--- src/rtl/clock_div_pkg.sv ---
// -----------------------------------------------------------------------------
// clock_div_pkg
//
// Shared constants and helpers for the programmable clock divider.
//
// The helpers work on a 32-bit word so that any divider width up to 32 bits can
// use them. Callers widen their operand on the way in and narrow the result on
// the way out.
//
// Contents:
//   DIV_MIN      smallest usable divisor; 0 and 1 are treated as this value.
//   div_word_t   working type for the helper functions.
//   eff_div      clamps a requested divisor to at least DIV_MIN.
//   high_cycles  number of high cycles in one period: Deff - floor(Deff/2).
// -----------------------------------------------------------------------------
package clock_div_pkg;

    localparam int DIV_MIN = 2;
    localparam int FN_W    = 32;

    typedef logic [FN_W-1:0] div_word_t;

    // A period of 0 or 1 cycles cannot hold both a high and a low phase, so
    // such requests are raised to the shortest period that can.
    function automatic div_word_t eff_div(input div_word_t d);
        return (d < div_word_t'(DIV_MIN)) ? div_word_t'(DIV_MIN) : d;
    endfunction

    // Odd divisors spend the extra cycle in the high phase.
    function automatic div_word_t high_cycles(input div_word_t deff);
        return deff - (deff >> 1);
    endfunction

endpackage

--- src/rtl/clock_div_chan.sv ---
// -----------------------------------------------------------------------------
// clock_div_chan
//
// One divider channel. It holds the period counter, the active (effective)
// divisor, a single-entry pending-divisor slot, and the registered clock and
// strobe outputs.
//
// Optional build macro: CLOCK_DIV_PHASE_EN.
//   When it is defined, a sync loads the counter from the 'phase' input
//   instead of 0.
//
// Ports:
//   clk       system clock
//   reset_n   synchronous active-low reset
//   en        run enable; when low, the counter is held at 0
//   sync      restart the counter and apply any pending divisor
//   wr        accepted divisor write for this channel (already qualified)
//   wr_value  raw divisor value of the write
//   phase     counter load value on sync (CLOCK_DIV_PHASE_EN only)
//   pending   a written divisor is waiting to be applied
//   clk_out   divided clock (registered)
//   stb       one-cycle pulse coincident with each clk_out rising edge
// -----------------------------------------------------------------------------
module clock_div_chan
    import clock_div_pkg::*;
#(
    parameter int DIV_WIDTH   = 16,
    parameter int DEFAULT_DIV = 6
) (
    input  logic                 clk,
    input  logic                 reset_n,
    input  logic                 en,
    input  logic                 sync,
    input  logic                 wr,
    input  logic [DIV_WIDTH-1:0] wr_value,
`ifdef CLOCK_DIV_PHASE_EN
    input  logic [DIV_WIDTH-1:0] phase,
`endif
    output logic                 pending,
    output logic                 clk_out,
    output logic                 stb
);

    // Clamp a raw divisor of this channel's width to its effective value.
    function automatic logic [DIV_WIDTH-1:0] to_eff(input logic [DIV_WIDTH-1:0] d);
        return DIV_WIDTH'(eff_div(div_word_t'(d)));
    endfunction

    localparam logic [DIV_WIDTH-1:0] RESET_DIV = DIV_WIDTH'(eff_div(div_word_t'(DEFAULT_DIV)));

    // div_reg always holds the effective divisor, so it is never below DIV_MIN.
    logic [DIV_WIDTH-1:0] cnt_reg,      cnt_next;
    logic [DIV_WIDTH-1:0] div_reg,      div_next;
    logic [DIV_WIDTH-1:0] pend_val_reg, pend_val_next;
    logic                 pend_reg,     pend_next;
    logic                 clk_reg,      clk_next;
    logic                 stb_reg,      stb_next;

    logic [DIV_WIDTH-1:0] high_cnt;
    logic [DIV_WIDTH-1:0] last_cnt;
    logic [DIV_WIDTH-1:0] sync_load;
    logic                 boundary;
    logic                 apply;

    always_comb begin
        high_cnt = DIV_WIDTH'(high_cycles(div_word_t'(div_reg)));
        last_cnt = div_reg - DIV_WIDTH'(1);
        boundary = en & (cnt_reg == last_cnt);

        // apply looks only at the registered pending flag. A write accepted in
        // this same cycle therefore waits for the next boundary, disable or sync.
        apply    = pend_reg & (boundary | ~en | sync);
        div_next = apply ? to_eff(pend_val_reg) : div_reg;

`ifdef CLOCK_DIV_PHASE_EN
        // The phase offset is checked against the divisor that will be in force
        // after this sync. An out-of-range offset falls back to 0.
        sync_load = (phase < div_next) ? phase : '0;
`else
        sync_load = '0;
`endif

        // A disabled channel sits at count 0, even during a sync. The first
        // enabled cycle then starts a fresh period.
        if (!en) begin
            cnt_next = '0;
        end else if (sync) begin
            cnt_next = sync_load;
        end else if (boundary) begin
            cnt_next = '0;
        end else begin
            cnt_next = cnt_reg + DIV_WIDTH'(1);
        end

        // Ready is ~pend_reg, so wr and apply never occur together. Giving the
        // write priority keeps the slot coherent anyway.
        pend_next     = pend_reg;
        pend_val_next = pend_val_reg;
        if (wr) begin
            pend_next     = 1'b1;
            pend_val_next = wr_value;
        end else if (apply) begin
            pend_next     = 1'b0;
        end

        // The outputs trail the counter by one cycle and use the divisor that
        // is active for the current count.
        clk_next = en & (cnt_reg < high_cnt);
        stb_next = en & (cnt_reg == '0);
    end

    always_ff @(posedge clk) begin
        if (!reset_n) begin
            cnt_reg      <= '0;
            div_reg      <= RESET_DIV;
            pend_val_reg <= '0;
            pend_reg     <= 1'b0;
            clk_reg      <= 1'b0;
            stb_reg      <= 1'b0;
        end else begin
            cnt_reg      <= cnt_next;
            div_reg      <= div_next;
            pend_val_reg <= pend_val_next;
            pend_reg     <= pend_next;
            clk_reg      <= clk_next;
            stb_reg      <= stb_next;
        end
    end

    assign pending = pend_reg;
    assign clk_out = clk_reg;
    assign stb     = stb_reg;

endmodule

--- src/rtl/clock_div_prog.sv ---
// -----------------------------------------------------------------------------
// clock_div_prog
//
// Multi-channel, runtime-programmable clock divider. Each channel produces a
// registered divided clock and a one-cycle period strobe. Divisors are written
// through a valid/ready port and take effect only at a period boundary, on
// disable, or on sync, so no runt pulses are produced.
//
// Optional build macro: CLOCK_DIV_PHASE_EN.
//   When it is defined, the i_phase port is added. It holds per-channel counter
//   load values that are applied on i_sync.
//
// Ports:
//   i_clk        system clock
//   i_reset_n    synchronous active-low reset
//   i_en         per-channel run enable
//   i_sync       restart all channel counters, apply pending divisors
//   i_div_valid  divisor write request
//   i_div_chan   target channel of the write
//   i_div_value  new divisor (0 and 1 behave as 2)
//   i_phase      per-channel sync load value, slice c*DIV_WIDTH +: DIV_WIDTH
//                (CLOCK_DIV_PHASE_EN only)
//   o_div_ready  write can be accepted (target channel has no pending divisor)
//   o_clk        divided clocks (registered)
//   o_stb        one-cycle strobes coincident with o_clk rising edges
// -----------------------------------------------------------------------------
module clock_div_prog
    import clock_div_pkg::*;
#(
    parameter  int CHANNELS    = 4,
    parameter  int DIV_WIDTH   = 16,
    parameter  int DEFAULT_DIV = 6,
    localparam int CHAN_W      = (CHANNELS > 1) ? $clog2(CHANNELS) : 1
) (
    input  logic                          i_clk,
    input  logic                          i_reset_n,
    input  logic [CHANNELS-1:0]           i_en,
    input  logic                          i_sync,
    input  logic                          i_div_valid,
    input  logic [CHAN_W-1:0]             i_div_chan,
    input  logic [DIV_WIDTH-1:0]          i_div_value,
`ifdef CLOCK_DIV_PHASE_EN
    input  logic [CHANNELS*DIV_WIDTH-1:0] i_phase,
`endif
    output logic                          o_div_ready,
    output logic [CHANNELS-1:0]           o_clk,
    output logic [CHANNELS-1:0]           o_stb
);

    logic [CHANNELS-1:0] pending;
    logic [CHANNELS-1:0] wr_sel;

    // Ready mux. A channel number that does not exist reads as ready, and
    // no channel decodes it, so such a write is accepted and discarded instead
    // of stalling the port forever.
    always_comb begin
        o_div_ready = 1'b1;
        for (int c = 0; c < CHANNELS; c++) begin
            if (i_div_chan == CHAN_W'(c)) begin
                o_div_ready = ~pending[c];
            end
        end
    end

    generate
        for (genvar gi = 0; gi < CHANNELS; gi++) begin : g_chan
            assign wr_sel[gi] = i_div_valid & o_div_ready & (i_div_chan == CHAN_W'(gi));

            clock_div_chan #(
                .DIV_WIDTH   (DIV_WIDTH),
                .DEFAULT_DIV (DEFAULT_DIV)
            ) u_chan (
                .clk      (i_clk),
                .reset_n  (i_reset_n),
                .en       (i_en[gi]),
                .sync     (i_sync),
                .wr       (wr_sel[gi]),
                .wr_value (i_div_value),
`ifdef CLOCK_DIV_PHASE_EN
                .phase    (i_phase[gi*DIV_WIDTH +: DIV_WIDTH]),
`endif
                .pending  (pending[gi]),
                .clk_out  (o_clk[gi]),
                .stb      (o_stb[gi])
            );
        end
    endgenerate

endmodule

--- config.mk ---
export PLATFORM = sky130hd
export DESIGN_NAME = clock_div_prog
export DESIGN_NICKNAME = d
export VERILOG_FILES = /design/src/rtl/clock_div_pkg.sv /design/src/rtl/clock_div_chan.sv /design/src/rtl/clock_div_prog.sv
export SDC_FILE = /design/constraint.sdc
export NUM_CORES = 1
export LEC_CHECK = 0
export ABC_CLOCK_PERIOD_IN_PS = 5900
export BUFFER_PORTS_ARGS = -buffer_cell sky130_fd_sc_hd__buf_2
export CORE_UTILIZATION = 42
export DETAILED_ROUTE_END_ITERATION = 6
export PLACE_DENSITY_LB_ADDON = 0.25
export SETUP_SLACK_MARGIN = 0.2
export SLEW_MARGIN = 10
export SYNTH_ARGS = -nofsm -noshare
export SYNTH_HDL_FRONTEND = slang
export SYNTH_SLANG_ARGS = --single-unit
--- constraint.sdc ---
create_clock -name i_clk -period 5.9 [get_ports i_clk]
set_clock_uncertainty 0.1 [all_clocks]
set_input_delay 0.885 -clock i_clk [delete_from_list [all_inputs] [get_ports i_clk]]
set_output_delay 0.885 -clock i_clk [all_outputs]
set_load 0.01 [all_outputs]
Yosys cells after proc, flatten, opt, wreduce, memory -nomap -nowiden
Cells that the tools add are included.
{"block": "totals", "ramBits": 0, "ff_bits": 204, "inputBits": 26, "mem_bits_ro": 0, "output_inout_bits": 9, "mem_count": 0, "elab_cells": 118, "latchBits": 0}
{"block": "op_classes", "n_lt_le_gt_ge": 8, "n_mux": 16, "shift": 0, "bitwise_logic": 38, "n_mul": 0, "addsub": 12, "reduce_logical": 13, "n_div": 0, "eq_ne": 7}
{"op": "$add A16 B1 Y16 const B", "n": 4}
{"op": "$eq A16 B16 Y1", "n": 4}
{"op": "$logic_not A16 Y1", "n": 4}
{"op": "$lt A16 B16 Y1", "n": 4}
{"op": "$lt A16 B2 Y1 const B", "n": 4}
{"op": "$mux W16", "n": 4}
{"op": "$sub A16 B1 Y16 const B", "n": 4}
{"op": "$sub A16 B15 Y16", "n": 4}
{"op": "$and A1 B1 Y1", "n": 21}
{"op": "$reduce_or A4 Y1", "n": 4}
{"op": "$mux W1", "n": 12}
{"op": "$not A1 Y1", "n": 9}
{"op": "$or A1 B1 Y1", "n": 8}
{"op": "$reduce_bool A2 Y1", "n": 4}
{"op": "$eq A2 B2 Y1 const B", "n": 2}
{"op": "$eq A2 B1 Y1 const B", "n": 1}
{"op": "$logic_not A2 Y1", "n": 1}

Depth between registers and ports, before layout
Gate-level depths: netlist (run 1).
{"block": "depth", "ltp_word": 8, "depth_mapped": 16, "ltp_nobuf": 16}

By module
From an unflattened synthesis (run 1), not the netlist that was laid out.
{"block": "unflattened", "cells_unflattened": 1689, "area_unflattened_um2": 14772.9}
{"mod": "clock_div_chan at g_chan[0].u_chan ...", "seq_area_each_um2": 1021.0, "area_each_um2": 3659.8, "cells_each": 413, "instances": 3}
{"mod": "clock_div_chan at g_chan[1].u_chan", "seq_area_each_um2": 1021.0, "area_each_um2": 3732.3, "cells_each": 443, "instances": 1}
{"mod": "clock_div_prog", "seq_area_each_um2": 0.0, "area_each_um2": 61.3, "cells_each": 7, "instances": 1}

Worst setup path after synthesis (run 1)
No wires, ideal clock.
{"block": "synth_timing", "path_type": "register -> register", "startpoint": "reg g_chan[1].u_chan.div_reg[4]", "endpoint": "reg g_chan[1].u_chan.clk_reg", "required_ps": 5741, "path_stages_with_launch": 15, "arrival_time_ps": 3068, "period_less_slack_ps": 3227, "setup_ps": 59, "n_path_buf": 0, "path_slack_ps": 2673, "cell_sequence": "dfxtp_1 inv_1 ha_1 nor2_1 a221oi_1 nor2_1 or3_1 xnor2_1 ha_1 a21o_1 a21o_1 a21oi_1 nor2_1 a2111oi_0 o31a_1"}
{"block": "synth_via", "elab_chain_cells": 3}
{"element": "from (decl)", "line_no": "clock_div_chan.sv:53", "text": "logic [DIV_WIDTH-1:0] div_reg, div_next;"}
{"element": "from (signal assigned)", "line_no": "clock_div_chan.sv:122", "text": "div_reg <= div_next;"}
{"element": "$sub A16 B15 Y16", "line_no": "clock_div_pkg.sv:31", "text": "return deff - (deff >> 1);"}
{"element": "$lt A16 B16 Y1", "line_no": "clock_div_chan.sv:108", "text": "clk_next = en & (cnt_reg < high_cnt);"}
{"element": "$and A1 B1 Y1", "line_no": "clock_div_chan.sv:108"}
{"element": "to (signal assigned)", "line_no": "clock_div_chan.sv:125", "text": "clk_reg <= clk_next;"}
{"element": "to (decl)", "line_no": "clock_div_chan.sv:56", "text": "logic clk_reg, clk_next;"}
No other way between the ends.
A chain may end at the register's enable or synchronous reset.

Final worst setup path (run 1)
{"block": "layout_timing", "startpoint": "reg g_chan[1].u_chan.div_reg[2]", "endpoint": "reg g_chan[1].u_chan.clk_reg"}
The elaborated chain is that of the path after synthesis.

==> results of run 1 <==
path summary, 6_finish.rpt:
check / start / to / slack, ps / cells after the start
worst max-delay path: g_chan[1].u_chan.div_reg[2] / g_chan[1].u_chan.clk_out / 2320 / 14
worst min-delay path: g_chan[3].u_chan.pend_val_reg[0] / g_chan[3].u_chan.pend_val_reg[0] / 360 / 2
worst max register to register: g_chan[1].u_chan.div_reg[2] / g_chan[1].u_chan.clk_out / 2320 / 14
worst min register to register: g_chan[3].u_chan.pend_val_reg[0] / g_chan[3].u_chan.pend_val_reg[0] / 360 / 2
tightest hold or removal path, cell delays in order, from the launching register on:
cell     delay (ps)
dfxtp_1         310
nand2_1          50
a21oi_1          50
area by class of cell:
cell class	count	share of cell area
clock buffer	35	0.0433
clock inverter	9	0.00492
inverter	129	0.0302
multi-input combinational	1430	0.619
sequential	204	0.255
tap	455	0.0355
timing repair buffer	38	0.0126
per-layer routing:
layer  global-route usage  part of all wire  vias to the layer above
li1                     -                 -                     6186
met1                0.267              0.48                     5667
met2                0.327              0.46                      206
met3               0.0229             0.041                       53
met4               0.0555             0.021                        0
met5                    0                 0                        -
cells in the mapped netlist (5+ instances only):
master,instances
xnor2_1,150
o21bai_1,17
mux2i_1,63
o21ai_1,6
nor2_1,154
o211ai_1,13
o31ai_1,8
buf_4,11
a31oi_1,12
nand2b_1,15
inv_1,128
nand2_1,297
o21ai_0,18
nand3_1,38
and4_1,7
nor3b_1,12
xor2_1,57
nor4_1,25
o21a_1,5
a21oi_1,110
ha_1,192
o41ai_1,5
or3_1,11
o2111ai_1,7
nand4_1,28
o22ai_1,5
or4_1,6
and3_1,17
nor3_1,28
dfxtp_1,204
a221oi_1,9
buf_2,7
a21o_1,23
nor2b_1,31
clkbuf_1,40
cell families (layout without fill, tap and decap cells):
kind of cell | after synthesis | count (layout)
xor gates and xnor gates | 207 | 207
buffers and inverters | 191 | 211
DFF | 204 | 204
and+or+nand+nor | 693 | 693
muxes | 65 | 65
adders and majority gates | 196 | 196
AOI/OAI and AO/OA | 269 | 269
stage by stage:
step,hold WS [ps],total power [mW],area (µm²)
after CTS,359,3.22,16000
final,358,3.18,16000
after detailed placement,351,1.76,15300
after global routing,380,3.32,16000
after floorplan,335,1.68,14800
after global placement,346,1.75,15300
power breakdown:
group	internal [mW]	leakage [nW]	total, mW	switching [mW]
clock network	0.859	0.376	1.46	0.596
registers	1.40	1.65	1.42	0.0219
logic	0.122	4.47	0.305	0.183
total	2.38	6.50	3.18	0.801
==> flow_summary.toml, run 1 <==
[pwr]
leakagePower_nw = 6.50
power_density_nw_per_um2 = 199
vdd_drop_max_mv = 0.176

[route]
drtIter0Drc = 626
drc = 0
avgViaCountPerCell = 5.27
wl_um = 34700
wl_per_cell_um = 15.1
dr.pass1.iters = 6
vias = 12112
ant_nets = 0

[global_route]
track_usage = 0.197
grt_max_degree = 51
grt_overflow = 0
first_global_vias = 11598
antenna_found_initial = 0
grt_pass1_wl_um = 58200

[synthesis]
synth_fa_ha_area_frac = 0.168
synth_edf_count = 0
syn_avg_cell_area_um2 = 8.10
synth_top_family_by_area = "simple AND/OR/NAND/NOR gates"
yosys-top-cells-area = "dfxtp_1 (28%), ha_1 (16%), xnor2_1 (8.9%)"
yosys_warnings = 0
ys_seq_area_frac = 0.276
syn_area_um2 = 14800
syn_nets = 2047
synthXorXnorAreaFrac = 0.123
synth_seq_cells = 204
yosys.area.top_type = "dfxtp_1"
synth-simple-area-share = 0.216
synth_compound_area_frac = 0.119
netlist.area_leader.share = 0.276
muxShareOfSynthArea = 0.0442
yosys_most_used_dff = "dfxtp_1"
ys_types = 67
async_flop_share = 0
synthCells = 1825

[clock_network]
cts.path.max_buffers = 3
post_cts_resized = 0
numClockSinks = 204
htreeDepth = 1
cts_made_buffers = 24
post-cts-setup-buffers = 0
cts_tree = "done"
clk_latency_ps = 530
clock-root-buffer = "clkbuf_16"
cts_hold_buf = 0
clk_pin_slew_ps = 60

[cells_and_area]
antenna_cells = 0
layout-drive-gt1-share = 0.0493
fillers = 3411
fin_util = 0.463
final_nets = 2049
layout_common_cells = "nand2_1 (297), dfxtp_1 (204), ha_1 (192)"
multi_input_area_um2 = 9910
final-seq-area_um2 = 4080
area_growth_pct = 8.40
final_common_cell = "nand2_1"
finalNonFillerCells = 2300

[critical_path]
critPathMostFrequentCell = "ha_1"
path_delay_family = "compound AO/OA/AOI/OAI gates"
crit_chain = "inv_1 > ha_1 > nand2b_1 > a221oi_1 > o211ai_1 > a31oi_1 > a21oi_1 > o21bai_1 > xnor2_1 > ha_1 > o2111ai_1 > nor2_1 > a2111oi_0 > o31a_1"
crit_buf_inv = 1
worstSetupEndpointType = "register"
required_ps = 6270
cp_slowest_stage_delay_ps = 410
critPathMaxFanout = 5
startpoint_type = "register"
cpMaxStageDelayCell = "a221oi_1"
path_class = "register to register"
crit_arrival_ps = 3950

[floorplan]
initial_core_util = 0.427
coreArea_um2 = 34600
dieArea_um2 = 36000
core.rowCount = 68
die_y_um = 190
die_w_um = 190
pin_count = 35

[timing]
setup_slack_ps = 2320
max_slew.worst_pin.slew_ps = 1000
setup_viol_count_final = 0
drv_slew = 0
fin_crit_sh = 0.606
max-slew-margin-rel = 0.334
min_period_ps = 3580
rsz0062_at_grt = "no"
tns_ps = 0
fmax_ghz = 0.280
hold_viol_final = 0

[status]
outcome = "finished, final reports clean"

[placed_design]
placed_cells = 2256
place.gp.congestion = 0.862
dpl_worst_slack_ps = 2320
dp_hpwl_um = 26700
port_buffers = 34

[worst_hold_path]
hold_class = "register to register"

[run]
drv_cap = 0
(Power assumes the default switching activity.)
==> run 2: changes to the inputs <==
- ABC_AREA: not set -> 1
- ABC_CLOCK_PERIOD_IN_PS: 5900 -> 2950
- clock period: 5.9 -> 2.95 ns (I/O delays scaled with it)
==> run 2 against run 1 <==
Compared with the run above:
- synthesized area grew 6.2%
- synthesized cell count grew 25%
- clock power is 100% higher
- non-clock buffer count rose by 126
- combinational power grew to 2.9 times the previous value
- final cell count rose by 26%
- flip-flop and latch count unchanged
- wire length rose by 27%
- via count is 23% higher
- utilization rose by 4.4 points
- clock-buffer cell count is 1 lower
- critical path type unchanged
- critical endpoint is now g_chan[2].u_chan.clk_out
==> flow_summary.toml, run 2 <==
[timing]
rsz0062_at_grt = "yes"
fmax_ghz = 0.349
hold_ws_ps = 93.0
min_period_ps = 2860
max-slew-margin-rel = 0.600
setup_viol_count_final = 0
fin_crit_sh = 0.971
max_slew.worst_pin.slew_ps = 600
setup_slack_ps = 85.6
hold_viol_final = 0
tns_ps = 0
drv_slew = 0

[synthesis]
syn_area_um2 = 15700
yosysMostFrequentCell = "nand2_1"
yosys.area.top_type = "dfxtp_1"
async_flop_share = 0
synth_commonest_cells = "nand2_1 (453), inv_1 (313), a21oi_1 (207)"
synth_edf_count = 0
yosys-top-cells-area = "dfxtp_1 (26%), ha_1 (15%), nand2_1 (11%)"
yosys_most_used_dff = "dfxtp_1"
ys_types = 52
syn_avg_cell_area_um2 = 6.88
syn_nets = 2506
synthCells = 2284
netlist.area_leader.share = 0.260
synth_seq_cells = 204
ys_seq_area_frac = 0.260
yosys_warnings = 0

[clock_network]
clk_latency_ps = 540
cts_tree = "done"
cts_made_buffers = 25
cts_hold_buf = 0
clock-root-buffer = "clkbuf_16"
htreeDepth = 1
cts.path.max_buffers = 3
clk_pin_slew_ps = 60
numClockSinks = 204

[route]
wl_um = 44200
avgViaCountPerCell = 5.13
drc = 0
ant_nets = 0
wl_per_cell_um = 15.2
drtIter0Drc = 855
dr.pass1.iters = 5
vias = 14870

[cells_and_area]
fin_util = 0.507
fillers = 3558
multi_input_area_um2 = 10700
layout_common_cells = "nand2_1 (440), inv_1 (287), nor2_1 (200)"
finalNonFillerCells = 2900
final_nets = 2635
final_common_cell = "nand2_1"
area_growth_pct = 18.4
final-seq-area_um2 = 4110
layout-drive-gt1-share = 0.174
final_area_um2 = 18600

[critical_path]
startpoint_type = "register"
reg2reg_slack_ps = 90
cpMaxStageDelayCell = "dfxtp_2"
path_class = "register to register"
required_ps = 3320
cp_slowest_stage_delay_ps = 350
crit_buf_inv = 3
crit_chain = "inv_2 > buf_4 > ha_4 > a21oi_4 > o21ai_2 > a21oi_2 > inv_1 > nand2_1 > nand2_2 > a21boi_2 > o21ai_2 > xor2_1 > ha_1 > a21oi_2 > o31ai_2 > a21oi_1 > nand3_1 > nor2_1"
crit_arrival_ps = 3230
path_delay_family = "compound AO/OA/AOI/OAI gates"
critPathMaxFanout = 4
worstSetupEndpointType = "register"

[pwr]
power_mw = 6.73
leakagePower_nw = 8.27
power_density_nw_per_um2 = 362
vdd_drop_max_mv = 0.415

[global_route]
grt_max_degree = 53
first_global_vias = 14461
antenna_found_initial = 3
grt_overflow = 0
track_usage = 0.231
grt_pass1_wl_um = 72300

[placed_design]
port_buffers = 34
place.gp.congestion = 0.948
placed_cells = 2816
dpl_worst_slack_ps = -90.8
dp_hpwl_um = 34400
place_area_um2 = 16800

[floorplan]
coreArea_um2 = 36700
pin_count = 35
core.rowCount = 70
die_y_um = 195
dieArea_um2 = 38200
die_w_um = 195
initial_core_util = 0.428

[run]
drv_cap = 0

[worst_hold_path]
hold_class = "input port to register"

[status]
outcome = "finished, final reports clean"
==> run 2: kinds of logic (layout without fill, tap and decap cells) <==
family	after synthesis	after routing	share of synthesized area
AOI/OAI and AO/OA	351	351	0.121
xor gates and xnor gates	112	112	0.0625
adders and majority gates	196	196	0.158
buffers and inverters	390	536	0.101
DFF	204	204	0.260
other	0	2	0
and+or+nand+nor	1031	1031	0.297
==> run 2: worst min-delay path, cell delays in order <==
cell	delay, ps
buf_2	120
nand3_1	70
nor2_1	40
==> run 2: final timing paths <==
| path | startpoint | end | depth (start not counted) |
|---|---|---|---|
| hold / removal | i_en[2] | g_chan[2].u_chan.clk_out | 3 |
| setup / recovery | g_chan[2].u_chan.div_reg[2] | g_chan[2].u_chan.clk_out | 18 |
| hold reg to reg | g_chan[3].u_chan.pend_val_reg[0] | g_chan[3].u_chan.pend_val_reg[0] | 2 |
| setup reg to reg | g_chan[2].u_chan.div_reg[2] | g_chan[2].u_chan.clk_out | 18 |
==> run 2: area by class of cell <==
cell class,count,area share
clock inverter,10,0.00579
multi-input combinational,1690,0.575
tap,468,0.0315
clock buffer,34,0.0360
inverter,328,0.0667
sequential,204,0.221
timing repair buffer,164,0.0640
antenna,2,0.000269
==> run 2: report_power, final <==
group          switching, mW  internal [mW]
clock                   1.23           1.76
combinational          0.539          0.347
sequential            0.0389           2.81
total                   1.81           4.92
==> run 2: timing repair <==
action                     4_1_cts  5_1_grt
setup endpoints to repair        4       75
pin swaps                       39       55
setup buffers                   15       23
resized for setup               73       98
==> run 2: routing by layer <==
metal  vias up  share of wire  global-route usage
met1      6865           0.47               0.305
met2       232           0.47               0.396
met3        62          0.033              0.0242
met5         -        0.00023             0.00511
met4         2          0.027              0.0647
li1       7709              -                   -
==> run 3: changes to the inputs <==
- CELL_PAD_IN_SITES_DETAIL_PLACEMENT: not set -> 1
- CELL_PAD_IN_SITES_GLOBAL_PLACEMENT: not set -> 1
==> run 3 against run 2 <==
Compared with the run above:
- worst setup slack worse by 4.7 ps
- sequential share of layout area is 0.20 points lower
- die area stayed put
- sequential power hardly changed
- utilization is 0.48 points higher
- maximum frequency is 0.17% lower
==> flow_summary.toml, run 3 (synthesis gave the netlist of run 2 again) <==
[global_route]
grt_max_degree = 39
grt_use_met1 = 0.324
top_usage_layer = "met2"
grt_pass1_wl_um = 81000
global_route.usage.met3 = 0.0242
track_usage = 0.260
grt_overflow = 0
use_met2 = 0.474
antenna_found_initial = 1
first_global_vias = 16221

[clock_network]
cts.path.max_buffers = 3
clock-root-buffer = "clkbuf_16"
numClockSinks = 204
clk_latency_ps = 550
htreeDepth = 1
cts_made_buffers = 25
cts_tree = "done"
clk_pin_slew_ps = 70

[placed_design]
port_buffers = 34
dp_hpwl_um = 38800
place.gp.congestion = 0.907

[timing]
hold_viol_final = 0
fmax_ghz = 0.349
min_period_ps = 2870
tns_ps = 0
drv_slew = 0
rsz0062_at_grt = "yes"
max-slew-margin-rel = 0.509
fin_crit_sh = 0.973
setup_viol_count_final = 0
max_slew.worst_pin.slew_ps = 734

[critical_path]
path_class = "register to register"
reg2reg_from = "g_chan[0].u_chan.div_reg[10]"
crit_path_start = "g_chan[0].u_chan.div_reg[10]"
reg2reg_slack_ps = 80
worstSetupEndpointType = "register"
critPathMaxFanout = 4
crit_arrival_ps = 3200
startpoint_type = "register"
ff2ff_path_depth = 14
r2r-end = "g_chan[0].u_chan.clk_out"
crit_end = "g_chan[0].u_chan.clk_out"
required_ps = 3280

[floorplan]
coreArea_um2 = 36700
core.rowCount = 70
die_w_um = 195
die_y_um = 195
dieArea_um2 = 38200
initial_core_util = 0.428
pin_count = 35

[route]
drc = 0
avgViaCountPerCell = 5.35
dr.pass1.iters = 5
wl_per_cell_um = 17.6
drtIter0Drc = 659
vias = 15506
wl_um = 50900
ant_nets = 0

[pwr]
vdd_drop_max_mv = 0.416
power_mw = 6.90
leakagePower_nw = 8.32
power_density_nw_per_um2 = 368

[cells_and_area]
final_common_cell = "nand2_1"
fillers = 4732
final_nets = 2633
layout_common_cells = "nand2_1 (440), inv_1 (291), nor2_1 (195), nand3_1 (195), dfxtp_1 (188)"
layout-drive-gt1-share = 0.185
area_growth_pct = 19.6

[status]
outcome = "finished, final reports clean"

[run]
drv_cap = 0

[worst_hold_path]
hold_class = "input port to register"
==> run 3: changes by cell type in the layout (fill, tap and decap cells not counted), moves of 4 or more <==
| cell | before | now |
|---|---|---|
| ha_1 | 169 | 160 |
| a21oi_1 | 178 | 171 |
| inv_1 | 287 | 291 |
| ha_4 | 17 | 26 |
| nor2_1 | 200 | 195 |
| nor2_2 | 10 | 14 |
| o21ai_0 | 65 | 61 |
| clkbuf_1 | 8 | 1 |
| inv_2 | 36 | 29 |
| a21oi_2 | 35 | 44 |
| clkinvlp_4 | 0 | 4 |
==> run 3: worst min-delay path by stage <==
| stage | startpoint | slack, ps | to | cells past startpoint |
|---|---|---|---|---|
| after floorplan | g_chan[0].u_chan.pend_val_reg[0] | 330 | g_chan[0].u_chan.pend_val_reg[0] | 2 |
| after global placement | g_chan[3].u_chan.pend_val_reg[0] | 340 | g_chan[3].u_chan.pend_val_reg[0] | 2 |
| after detailed placement | g_chan[2].u_chan.pend_val_reg[0] | 350 | g_chan[2].u_chan.pend_val_reg[0] | 2 |
| after CTS | i_en[2] | 50 | g_chan[2].u_chan.clk_out | 3 |
| after global routing | i_en[2] | 70 | g_chan[2].u_chan.clk_out | 3 |
| final | i_en[2] | 60 | g_chan[2].u_chan.clk_out | 3 |
==> run 3: repair_timing <==
item                       in CTS  in global routing
hold buffers                    0                  0
pin swaps                      40                 58
resized for setup              93                105
setup buffers                  22                 20
setup endpoints to repair       4                 91
==> run 3: critical path: stages, from the launching register on <==
cell	delay [ps]
dfxtp_1	330
inv_1	100
ha_1	400
inv_1	80
a21oi_1	300
o21ai_0	210
a21oi_1	180
nand2_1	80
xor2_1	150
ha_1	340
nand2_2	90
nor2_2	150
o211ai_1	120
nand3_1	80
nor2_1	50
==> run 3: metrics by stage <==
step	worst slack [ps]	instance area [µm²]	util	hold WS, ps	instances
finish	80.8	18800	0.512	63.9	2897
global route	-120	18800	0.512	69.5	2896
CTS	143	18100	0.493	52.5	2876
detailed placement	-116	16800	0.457	345	2810
global placement	36.9	16800	0.457	340	2810
floorplan	196	15700	-	330	2284
==> run 3: area by class of cell <==
cell class,instances,area [µm²],area share
Multi-Input combinational cell,1690,10800,0.577
Sequential cell,204,4110,0.219
Inverter,328,1250,0.0666
Timing Repair Buffer,162,1170,0.0624
Clock buffer,30,684,0.0364
Tap cell,468,586,0.0312
Clock inverter,14,141,0.00753
Antenna cell,1,2.50,0.000133
==> run 3: routing by layer <==
| metal | up-vias | share of wire |
|---|---|---|
| met1 | 7515 | 0.44 |
| met3 | 76 | 0.027 |
| li1 | 7701 | - |
| met5 | - | 0 |
| met2 | 214 | 0.50 |
| met4 | 0 | 0.027 |
==> run 3: where the power goes <==
group,switching [mW],internal (mW)
registers,0.0421,2.81
logic,0.559,0.339
clock network,1.33,1.83
total,1.93,4.98
